## config.mk

```make
export PLATFORM = sky130hd
export DESIGN_NAME = key_debounce_pulse_flat
export DESIGN_NICKNAME = d
export VERILOG_FILES = /design/src/rtl/de1_input_pkg.sv /design/src/rtl/key_debounce_pulse_if.sv /design/src/rtl/key_debounce_ch.sv /design/src/rtl/key_debounce_pulse.sv /design/src/flat_wrapper.sv
export SDC_FILE = /design/constraint.sdc
export NUM_CORES = 1
export LEC_CHECK = 0
export BUFFER_PORTS_ARGS = -buffer_cell sky130_fd_sc_hd__buf_2
export CORE_AREA = 4 4 102 104
export DETAILED_ROUTE_END_ITERATION = 8
export DIE_AREA = 0 0 106 108
export GPL_TIMING_DRIVEN = 0
export HOLD_SLACK_MARGIN = 0.03
export SLEW_MARGIN = 5
export SYNTH_ARGS = -nofsm -noshare
export SYNTH_HDL_FRONTEND = slang
export SYNTH_SLANG_ARGS = --single-unit
```

## constraint.sdc

```tcl
create_clock -name clk -period 2.33 [get_ports clk]
set_input_delay 0.1165 -clock clk [delete_from_list [all_inputs] [get_ports clk]]
set_output_delay 0.1165 -clock clk [all_outputs]
set_load 0.05 [all_outputs]
```

## src/rtl/de1_input_pkg.sv

```systemverilog
// rtl/de1_input_pkg.sv - shared debounce state encoding and timing constants
package de1_input_pkg;

    typedef enum logic [1:0] {
        RELEASED    = 2'd0,
        PRESS_CHK   = 2'd1,
        PRESSED     = 2'd2,
        RELEASE_CHK = 2'd3
    } key_state_t;

    // 20 ms of agreement at 50 MHz
    localparam int DEB_20MS_50MHZ = 1000000;

endpackage

```

## src/rtl/key_debounce_pulse_if.sv

```systemverilog
// rtl/key_debounce_pulse_if.sv - raw key inputs and conditioned key outputs
interface key_debounce_pulse_if #(
    parameter int NUM_KEYS = 2
);
    logic [NUM_KEYS-1:0] key_n;
    logic [NUM_KEYS-1:0] key_level;
    logic [NUM_KEYS-1:0] key_press;
    logic [NUM_KEYS-1:0] key_release;

    modport master (
        output key_n,
        input  key_level,
        input  key_press,
        input  key_release
    );

    modport slave (
        input  key_n,
        output key_level,
        output key_press,
        output key_release
    );
endinterface

```

## src/rtl/key_debounce_ch.sv

```systemverilog
// rtl/key_debounce_ch.sv - one key channel: two-FF sync, agreement counter, FSM, registered strobes
module key_debounce_ch
    import de1_input_pkg::*;
#(
    parameter int STABLE_CYCLES = DEB_20MS_50MHZ,
    parameter int CNT_W         = 20
) (
    input  logic clk,
    input  logic Reset,
    input  logic key_n,
    output logic key_level,
    output logic key_press,
    output logic key_release
);

    localparam logic [CNT_W-1:0] CNT_LAST = CNT_W'(STABLE_CYCLES - 2);
    localparam logic [CNT_W-1:0] CNT_ONE  = CNT_W'(1);

    logic             sync1;
    logic             sync2;
    logic             p;
    key_state_t       state;
    key_state_t       state_nxt;
    logic [CNT_W-1:0] cnt;
    logic [CNT_W-1:0] cnt_nxt;
    logic             level_nxt;
    logic             press_nxt;
    logic             release_nxt;

    assign p = ~sync2;

    always_ff @(posedge clk) begin
        if (!Reset) begin
            sync1       <= 1'b1;
            sync2       <= 1'b1;
            state       <= RELEASED;
            cnt         <= '0;
            key_level   <= 1'b0;
            key_press   <= 1'b0;
            key_release <= 1'b0;
        end else begin
            sync1       <= key_n;
            sync2       <= sync1;
            state       <= state_nxt;
            cnt         <= cnt_nxt;
            key_level   <= level_nxt;
            key_press   <= press_nxt;
            key_release <= release_nxt;
        end
    end

    // Strobes are decoded from the accepting transition, so each accepted edge yields one pulse
    always_comb begin
        state_nxt   = state;
        cnt_nxt     = cnt;
        level_nxt   = key_level;
        press_nxt   = 1'b0;
        release_nxt = 1'b0;
        case (state)
            RELEASED: begin
                if (p) begin
                    state_nxt = PRESS_CHK;
                    cnt_nxt   = '0;
                end
            end
            PRESS_CHK: begin
                if (!p) begin
                    state_nxt = RELEASED;
                    cnt_nxt   = '0;
                end else if (cnt == CNT_LAST) begin
                    state_nxt = PRESSED;
                    cnt_nxt   = '0;
                    level_nxt = 1'b1;
                    press_nxt = 1'b1;
                end else begin
                    cnt_nxt = cnt + CNT_ONE;
                end
            end
            PRESSED: begin
                if (!p) begin
                    state_nxt = RELEASE_CHK;
                    cnt_nxt   = '0;
                end
            end
            RELEASE_CHK: begin
                if (p) begin
                    state_nxt = PRESSED;
                    cnt_nxt   = '0;
                end else if (cnt == CNT_LAST) begin
                    state_nxt   = RELEASED;
                    cnt_nxt     = '0;
                    level_nxt   = 1'b0;
                    release_nxt = 1'b1;
                end else begin
                    cnt_nxt = cnt + CNT_ONE;
                end
            end
            default: begin
                state_nxt = RELEASED;
                cnt_nxt   = '0;
            end
        endcase
    end

endmodule

```

## src/rtl/key_debounce_pulse.sv

```systemverilog
// rtl/key_debounce_pulse.sv - debounced level plus press/release strobes for NUM_KEYS active-low keys
module key_debounce_pulse
    import de1_input_pkg::*;
#(
    parameter int NUM_KEYS      = 2,
    parameter int STABLE_CYCLES = DEB_20MS_50MHZ,
    parameter int CNT_W         = 20
) (
    input  logic                 clk,
    input  logic                 Reset,
    key_debounce_pulse_if.slave  keys
);

    for (genvar i = 0; i < NUM_KEYS; i++) begin : g_ch
        key_debounce_ch #(
            .STABLE_CYCLES(STABLE_CYCLES),
            .CNT_W        (CNT_W)
        ) u_ch (
            .clk        (clk),
            .Reset      (Reset),
            .key_n      (keys.key_n[i]),
            .key_level  (keys.key_level[i]),
            .key_press  (keys.key_press[i]),
            .key_release(keys.key_release[i])
        );
    end

endmodule

```

## src/flat_wrapper.sv

```systemverilog
// flat-port wrapper written by rule: the top's interface ports become plain ports
module key_debounce_pulse_flat import de1_input_pkg::*;
#(
    parameter int NUM_KEYS      = 2,
    parameter int STABLE_CYCLES = DEB_20MS_50MHZ,
    parameter int CNT_W         = 20
)
  (clk, Reset, keys_key_n, keys_key_level, keys_key_press, keys_key_release);
  key_debounce_pulse_if #(.NUM_KEYS(NUM_KEYS)) keys_i ();
  input  logic clk;
  input  logic Reset;
  input wire logic [$bits(keys_i.key_n)-1:0] keys_key_n;
  output wire logic [$bits(keys_i.key_level)-1:0] keys_key_level;
  output wire logic [$bits(keys_i.key_press)-1:0] keys_key_press;
  output wire logic [$bits(keys_i.key_release)-1:0] keys_key_release;
  assign keys_i.key_n = keys_key_n;
  assign keys_key_level = keys_i.key_level;
  assign keys_key_press = keys_i.key_press;
  assign keys_key_release = keys_i.key_release;
  key_debounce_pulse #(.NUM_KEYS(NUM_KEYS), .STABLE_CYCLES(STABLE_CYCLES), .CNT_W(CNT_W)) u_core (.clk(clk), .Reset(Reset), .keys(keys_i));
endmodule
```

[Word level (Yosys, flattened, before mapping)]
Cells that the tools add are included.
Storage, ports and cells
  output and inout bits: 6
  bits of input ports: 4
  word-level logic and storage cells: 95
  bits in registers: 54
Cells by class
  $add $sub $neg: 2
  equal/unequal tests: 24
  multiplexer cells: 38
  bitwise gates (word level): 3
  reduce and logical (&&, ||, !) cells: 14
Operator list (count)
  20-bit 2-to-1 mux: 10
  20-bit one-hot mux with 4 select lines: 2
  20-bit by 1-bit adder with 20-bit output, second input constant: 2
  20-bit == test, second input constant: 2
  2-bit 2-to-1 mux: 12
  2-bit != test, second input constant: 12
  2-bit one-hot mux with 4 select lines: 2
  3-bit != test, second input constant: 4
  1-bit 2-to-1 mux: 10
  5-bit AND reduction: 2
  2-bit == test, second input constant: 4
  4-bit AND reduction: 2
  3-bit AND reduction: 2
  3-bit OR reduction: 2
  2-bit by 1-bit == test with 1-bit output, second input constant: 2
  2-bit logical NOT: 2
  1-bit one-hot mux with 2 select lines: 2
  2-bit AND reduction: 2
  2-bit nonzero test: 2
  1-bit NOT: 3

[Longest topological paths before layout]
Gate-level depths: netlist (run 1).
  depth after elaboration: 4
  mapped depth: 8
  mapped depth without buffers: 7

[By module]
Synthesis (run 1) repeated with hierarchy kept, for this count alone.
Unflattened totals
  cells, all modules: 334
  area total of the unflattened synthesis: 2770.2 µm²
Modules (own cells, without submodules)
  key_debounce_ch at u_core.g_ch[1].u_ch: area each 1430.1 µm², cells each 171, sequential area each 540.5 µm², times used 1
  key_debounce_ch at u_core.g_ch[0].u_ch: area each 1340.0 µm², cells each 163, sequential area each 540.5 µm², times used 1

[Least setup slack after synthesis (run 1)]
OpenSTA, ideal clock, no wires.
  kind: register to register
  from: register u_core.g_ch[1].u_ch.cnt[0]
  to: register u_core.g_ch[1].u_ch.cnt[2]
  library setup time: 0.121 ns
  setup slack: 0.169 ns
  buffers on the path: 1
  data required time: 2.209 ns
  period minus slack after synthesis: 2.161 ns
  stages on the path, launching flop included: 9
  data arrival time: 2.040 ns
  cell sequence: dfxtp_1 > inv_1 > ha_1 > or4bb_1 > nor4b_2 > a211oi_1 > clkbuf_1 > a21oi_1 > mux2i_1
Between the ends
  word-level cells in the longest chain between the ends: 4
  elaborated cells between the ends (all ways): 6
  those cells by class: add/sub: 1; eq/ne: 1; mux: 4
RTL lines
  from (decl): RTL line key_debounce_ch.sv:24  | logic [CNT_W-1:0] cnt;
  from (signal assigned): RTL line key_debounce_ch.sv:45  | cnt <= cnt_nxt;
  20-bit by 1-bit adder with 20-bit output / 20-bit == test (equally long branches)
  20-bit 2-to-1 mux *: RTL line key_debounce_ch.sv:70, key_debounce_ch.sv:89
  20-bit 2-to-1 mux (on tied branches): RTL line key_debounce_ch.sv:86, key_debounce_ch.sv:67
  20-bit one-hot mux with 4 select lines *: RTL line key_debounce_ch.sv:59  | case (state)
Mark *: on every way between the ends. The rest lies on a longest branch, timed or not.
A chain may end at the register's enable or synchronous reset.

[Worst setup path after layout (run 1)]
  from: register u_core.g_ch[1].u_ch.cnt[0]
  to: register u_core.g_ch[1].u_ch.cnt[16]
The elaborated chain is that of the path after synthesis.

==> run_results.csv, run 1 <==
group,metric,value,unit
setup_path,arrival,2.50,ns
layout,layout_common_cells,"dfxtp_1, nand2_1, nand3_1",
route,avgViaCountPerCell,5.20,
timing,worstMarginPinSlew,0.753,ns
logic_synthesis,yosysSeqAreaShare,0.387,
setup_path,critPathSlowestCell,"or4bb_4",
setup_path,path_cells,"inv_2, ha_2, or4bb_4, nor4b_4, buf_4, a211o_1, o21bai_1, a21boi_0",
layout,fin_cells,502,
setup_path,cp.buffers_inverters,2,
clocking,cts.sinks,54,
route,vias,2608,
die,coreArea,9550,µm²
logic_synthesis,yosys_warnings,0,
logic_synthesis,yosysTopAreaCell,"dfxtp_1",
setup_path,cp_slowest_stage_delay,0.54,ns
layout,n_antenna_cell,0,
die,io_pins,10,
timing,hold_viol,0,
setup_path,cp_top_family,"simple AND/OR/NAND/NOR gates",
place,dp.cells,485,
route,drt_iter0_drc,133,
clocking,cts-root-buf,"clkbuf_8",
layout,final_nets,376,
layout,drive_above_1_share,0.165,
place,post-place-ws,-0.227,ns
global_routing,antenna_found_initial,0,
global_routing,grt_pass1_vias,2415,
clocking,clock_path_buffers,2,
timing,max-slew-margin-rel,0.497,
timing,post-route-min-period,2.30,ns
global_routing,grt_pass1_wl,11.6,mm
logic_synthesis,synthFlopType,"dfxtp_1",
route,routedWlPerCell,13.4,µm
power_and_ir_drop,peakVddDrop,226,µV
clocking,cts_tree,"done",
clocking,cts_buffers,5,
setup_path,cp-end-kind,"flop",
layout,final_common_cell,"dfxtp_1",
logic_synthesis,netlist-cell-type-count,53,
outcome,status,"completed",
timing,maxSlewViolCount,0,
logic_synthesis,synthCells,343,
global_routing,grt-ovfl-total,0,
job,cap_violations,0,
timing,holdWs,0.0740,ns
logic_synthesis,synth_area_per_cell,8.14,µm²
logic_synthesis,syn-num-nets,351,
route,first_pass_iters,4,
timing,rsz0062_at_grt,"true",
setup_path,start_kind,"flop",
die,die_h,108,µm
route,detail-route-antenna-nets,0,
timing,max_freq,436,MHz
timing,setup_ws,0.0346,ns
clocking,path_clk_slew,0.09,ns
logic_synthesis,syn-cell-area,2790,µm²
die,die_x,106,µm
clocking,h-tree-depth,2,
layout,utilization,0.341,
power_and_ir_drop,power-per-cell-area,552,nW/µm²
place,hpwlAfterDp,4.66,mm
logic_synthesis,synth_top_area_frac,0.387,
timing,min_period_over_period,0.985,
global_routing,grt_use_total,0.123,
power_and_ir_drop,p_leak,1.03,nW
place,gp_congestion,0.827,
die,row_count,36,
timing,timing.setup.tns,0,ns
worst_hold_path,min_path_type,"in -> reg",
die,start_util,0.292,
setup_path,crit_path_max_fanout,10,
setup_path,critPathRequiredTime,2.53,ns
die,design.die.area,11400,µm²
timing,setup_viol,0,
clocking,insertion_delay,0.31,ns
logic_synthesis,synth_seq_cells,54,
timing,fin_skew,0.00275,ns
logic_synthesis,synth_edf_count,0,
global_routing,grt_max_degree,16,
layout,syn2layout_area_growth,16.5,%
place,portBuffers,9,
logic_synthesis,synthTopCellsByArea,"dfxtp_1, nand2_1, nand3_1, nand4_1, a21oi_1",
setup_path,critical_path_class,"reg -> reg",
route,drc,0,
logic_synthesis,async_reset_ff_frac,0,
route,wl,6.72,mm
-- what timing repair did --
action	CTS	global route
endpoints found under the setup margin	20	20
cloned	1	0
endpoints found under the hold margin	2	0
pin swaps	2	1
resized for setup	10	9
hold buffers	2	0
buffers inserted	3	3
-- layout make-up --
| class | count | area [µm²] |
|---|---|---|
| flip-flops and latches | 54 | 1090 |
| inverters | 11 | 41.3 |
| fillers | 1018 | 6300 |
| clock buffers | 8 | 110 |
| well taps | 133 | 166 |
| multi-input cells | 263 | 1640 |
| plain buffers | 15 | 91.3 |
| repair buffers | 18 | 115 |
-- metal layers --
layer  wire length [µm]  vias up  part of all wire  GRT usage
li1                   -     1328                 -          -
met1               3380     1229              0.50      0.168
met2               3010       43              0.45      0.199
met3                216        8             0.032     0.0197
met4                116        0             0.017     0.0426
met5                  0        -                 0          0
-- sequential cells by signal, summed over array words and instances, names as in the netlist, named ones only --
signal	cells
u_core.g_ch.u_ch.cnt	40
u_core.g_ch.u_ch.key_level	2
u_core.g_ch.u_ch.key_press	2
u_core.g_ch.u_ch.key_release	2
u_core.g_ch.u_ch.state	2
u_core.g_ch.u_ch.sync1	2
u_core.g_ch.u_ch.sync2	2
-- synth_stat cells (2+ instances only) --
master and n:
ha_1 4, nand4b_1 3, nor4b_1 2, o21bai_1 2, and4_1 3, mux2i_1 3, o311ai_0 4, xnor2_1 3
o211ai_1 3, nor4_1 5, nand3_1 30, xor2_1 3, a21oi_1 20, nor2_1 16, nand4_1 17, a31oi_1 8
or4_1 5, clkbuf_1 7, o21ai_2 3, a311oi_1 2, nand2_1 46, or3_1 10, a211oi_1 3, a21o_1 4
buf_4 6, o21ai_0 13, or3_2 3, and3_1 4, nor3_1 15, dfxtp_1 54, nand2b_1 4, and2_1 7
inv_1 11
-- stage by stage --
stage	power [W]	instance area (µm²)
6_report	0.00180	3250
2_1_floorplan	0.00114	2790
5_1_grt	0.00188	3250
3_3_place_gp	0.00119	3000
4_1_cts	0.00181	3190
3_5_place_dp	0.00119	3000
-- worst reg2reg max path: cells and delay by family (launching register included) --
kind / cells / cell delay, ns
flip-flops: 1 / 0.33
adder cells (fa/ha/maj): 1 / 0.18
buffers and inverters: 2 / 0.24
AND/OR/NAND/NOR: 2 / 0.90
AO/OA/AOI/OAI: 3 / 0.54
-- path summary, 6_finish.rpt --
path                               from                           to  slack (ns)  cells past startpoint
max          u_core.g_ch[1].u_ch.cnt[0]  u_core.g_ch[1].u_ch.cnt[16]        0.03                      8
min reg2reg   u_core.g_ch[0].u_ch.sync1    u_core.g_ch[0].u_ch.sync2        0.41                      1
min                               Reset    u_core.g_ch[1].u_ch.sync2        0.07                      2
max reg2reg  u_core.g_ch[1].u_ch.cnt[0]  u_core.g_ch[1].u_ch.cnt[16]        0.03                      8
-- power by group --
group          switching, W  internal [W]  leakage [nW]  total (W)
registers         0.0000215      0.000944         0.439   0.000966
logic              0.000148     0.0000707         0.536   0.000219
clock network      0.000311      0.000301        0.0575   0.000611
-- kinds of logic after synthesis --
| family | count (synthesis) | share of synthesized area |
|---|---|---|
| compound gates | 72 | 0.173 |
| mux | 3 | 0.0108 |
| buf+inv | 26 | 0.0461 |
| flops | 54 | 0.387 |
| xor+xnor | 6 | 0.0188 |
| fa+ha+maj | 4 | 0.0179 |
| simple gates | 178 | 0.346 |
Power figures use the tool's default switching activity.
==> inputs of run 2 (changes only) <==
--- a/config.mk
+++ b/config.mk
@@ -6,9 +6,9 @@
 export NUM_CORES = 1
 export LEC_CHECK = 0
 export BUFFER_PORTS_ARGS = -buffer_cell sky130_fd_sc_hd__buf_2
-export CORE_AREA = 4 4 102 104
+export CORE_AREA = 4 4 84 86
 export DETAILED_ROUTE_END_ITERATION = 8
-export DIE_AREA = 0 0 106 108
+export DIE_AREA = 0 0 88 90
 export GPL_TIMING_DRIVEN = 0
 export HOLD_SLACK_MARGIN = 0.03
 export SLEW_MARGIN = 5
==> constraint.sdc (replaced) <==
create_clock -name clk -period 2.2 [get_ports clk]
set_input_delay 0.11 -clock clk [delete_from_list [all_inputs] [get_ports clk]]
set_output_delay 0.11 -clock clk [all_outputs]
set_load 0.05 [all_outputs]
==> run 2 against run 1 <==
Against the previous run: the flow now finishes with violations (setup timing); non-clock buffer count grew 3; wire length increased by 0.77%; fmax up 2.1%; sequential share of layout area fell by 0.24 points; sequential cell count is the same.
==> run_results.csv, run 2 (synthesis results as in run 1) <==
group,metric,value,unit
clocking,cts-root-buf,"clkbuf_8",
setup_path,critPathRequiredTime,2.41,ns
die,start_util,0.445,
outcome,status,"finished, violations left",
setup_path,start_kind,"flop",
setup_path,critical_path_class,"reg -> reg",
clocking,h-tree-depth,2,
clocking,cts_tree,"done",
place,dp.cells,429,
die,coreArea,6280,µm²
place,hpwlAfterDp,4.70,mm
timing,setup_viol,4,
power_and_ir_drop,power-per-cell-area,564,nW/µm²
die,row_count,29,
place,gp_congestion,0.829,
global_routing,grt_pass1_vias,2369,
timing,fin_skew,0.0115,ns
route,wl,6.77,mm
die,design.die.area,7920,µm²
layout,top_register,"u_core.g_ch.u_ch.cnt",
global_routing,grt_max_degree,18,
layout,layout_common_cells,"nand2_1, dfxtp_1, nand3_1",
die,io_pins,10,
outcome,violations,"setup timing",
layout,n_antenna_cell,0,
power_and_ir_drop,p_leak,1.10,nW
layout,final_common_cell,"nand2_1",
timing,max-slew-margin-rel,0.239,
global_routing,grt_use_total,0.175,
worst_hold_path,min_path_type,"in -> reg",
timing,post-route-min-period,2.25,ns
route,avgViaCountPerCell,5.86,
die,die_x,88,µm
layout,drive_above_1_share,0.220,
route,drc,0,
clocking,cts.sinks,54,
timing,rsz0062_at_grt,"true",
setup_path,crit_path_max_fanout,5,
setup_path,cp-end-kind,"flop",
setup_path,arrival,2.46,ns
timing,min_period_over_period,1.02,
route,first_pass_iters,4,
timing,maxSlewViolCount,0,
global_routing,antenna_found_initial,0,
timing,worstMarginPinSlew,1.13,ns
global_routing,grt_pass1_wl,11.5,mm
job,cap_violations,0,
power_and_ir_drop,peakVddDrop,371,µV
clocking,cts_buffers,5,
route,routedWlPerCell,15.1,µm
clocking,path_clk_slew,0.10,ns
clocking,insertion_delay,0.32,ns
route,detail-route-antenna-nets,0,
route,drt_iter0_drc,147,
layout,fin_cells,449,
layout,utilization,0.526,
timing,setup_ws,-0.0474,ns
layout,largest_register_ff_count,40,
timing,hold_viol,0,
die,die_h,90,µm
clocking,clock_path_buffers,2,
layout,final_nets,379,
layout,syn2layout_area_growth,18.3,%
place,portBuffers,9,
timing,max_freq,445,MHz
global_routing,grt-ovfl-total,0,
route,vias,2630,
[run 2: worst paths after layout]
| kind | from | endpoint | slack, ns | depth (start not counted) |
|---|---|---|---|---|
| worst min register to register | u_core.g_ch[1].u_ch.sync1 | u_core.g_ch[1].u_ch.sync2 | 0.42 | 1 |
| worst min-delay path | Reset | u_core.g_ch[1].u_ch.sync2 | 0.04 | 2 |
| worst max-delay path | u_core.g_ch[0].u_ch.cnt[12] | u_core.g_ch[0].u_ch.cnt[8] | -0.05 | 6 |
| worst max register to register | u_core.g_ch[0].u_ch.cnt[12] | u_core.g_ch[0].u_ch.cnt[8] | -0.05 | 6 |
[run 2: stage by stage]
step | cell area [µm²] | hold WS [ns] | total power (W) | setup slack, ns | setup TNS, ns
3_5_place_dp | 2930 | 0.299 | 0.00126 | -0.290 | -4.30
5_1_grt | 3300 | 0.0330 | 0.00195 | -0.0970 | -0.637
4_1_cts | 3170 | 0.0301 | 0.00187 | -0.0240 | -0.0841
3_3_place_gp | 2930 | 0.300 | 0.00126 | -0.300 | -4.39
6_report | 3300 | 0.0352 | 0.00186 | -0.0474 | -0.135
2_1_floorplan | 2790 | 0.183 | 0.00120 | 0.0390 | 0
[run 2: power by group]
part	internal, W	leakage (nW)	total [W]	switching (W)
Sequential	0.00100	0.443	0.00102	0.0000236
Clock	0.000260	0.0478	0.000600	0.000340
Combinational	0.0000813	0.608	0.000241	0.000159
Total	0.00134	1.10	0.00186	0.000523
[run 2: final cells by class]
cell class	count	area [µm²]
multi-input combinational	263	1720
timing repair buffer	21	151
inverter	11	41.3
sequential	54	1100
fill	596	2970
clock buffer	6	82.6
clock inverter	2	16.3
buffer	15	95.1
tap	77	96.3
[run 2: worst max-delay path, cell delays in order, from the launching register on]
cell,delay [ns]
dfxtp_4,0.35
or4b_4,0.55
or4_4,0.58
o211ai_4,0.28
buf_6,0.18
o21ai_2,0.05
a21o_1,0.15
[run 2: routing by layer]
layer / up-vias / wire length [µm] / global-route usage
met1: 1261 / 3500 / 0.267
li1: 1328 / - / -
met4: 0 / 57 / 0.0435
met3: 4 / 259 / 0.0347
met5: - / 0 / 0
met2: 37 / 2950 / 0.247
[run 2: what timing repair did]
item                       in CTS  in global routing
hold buffers                    2                  0
buffers inserted                6                  3
cloned                          1                  0
setup endpoints to repair      36                 39
hold endpoints to repair        2                  0
pin swaps                       9                 13
resized for setup              23                 27
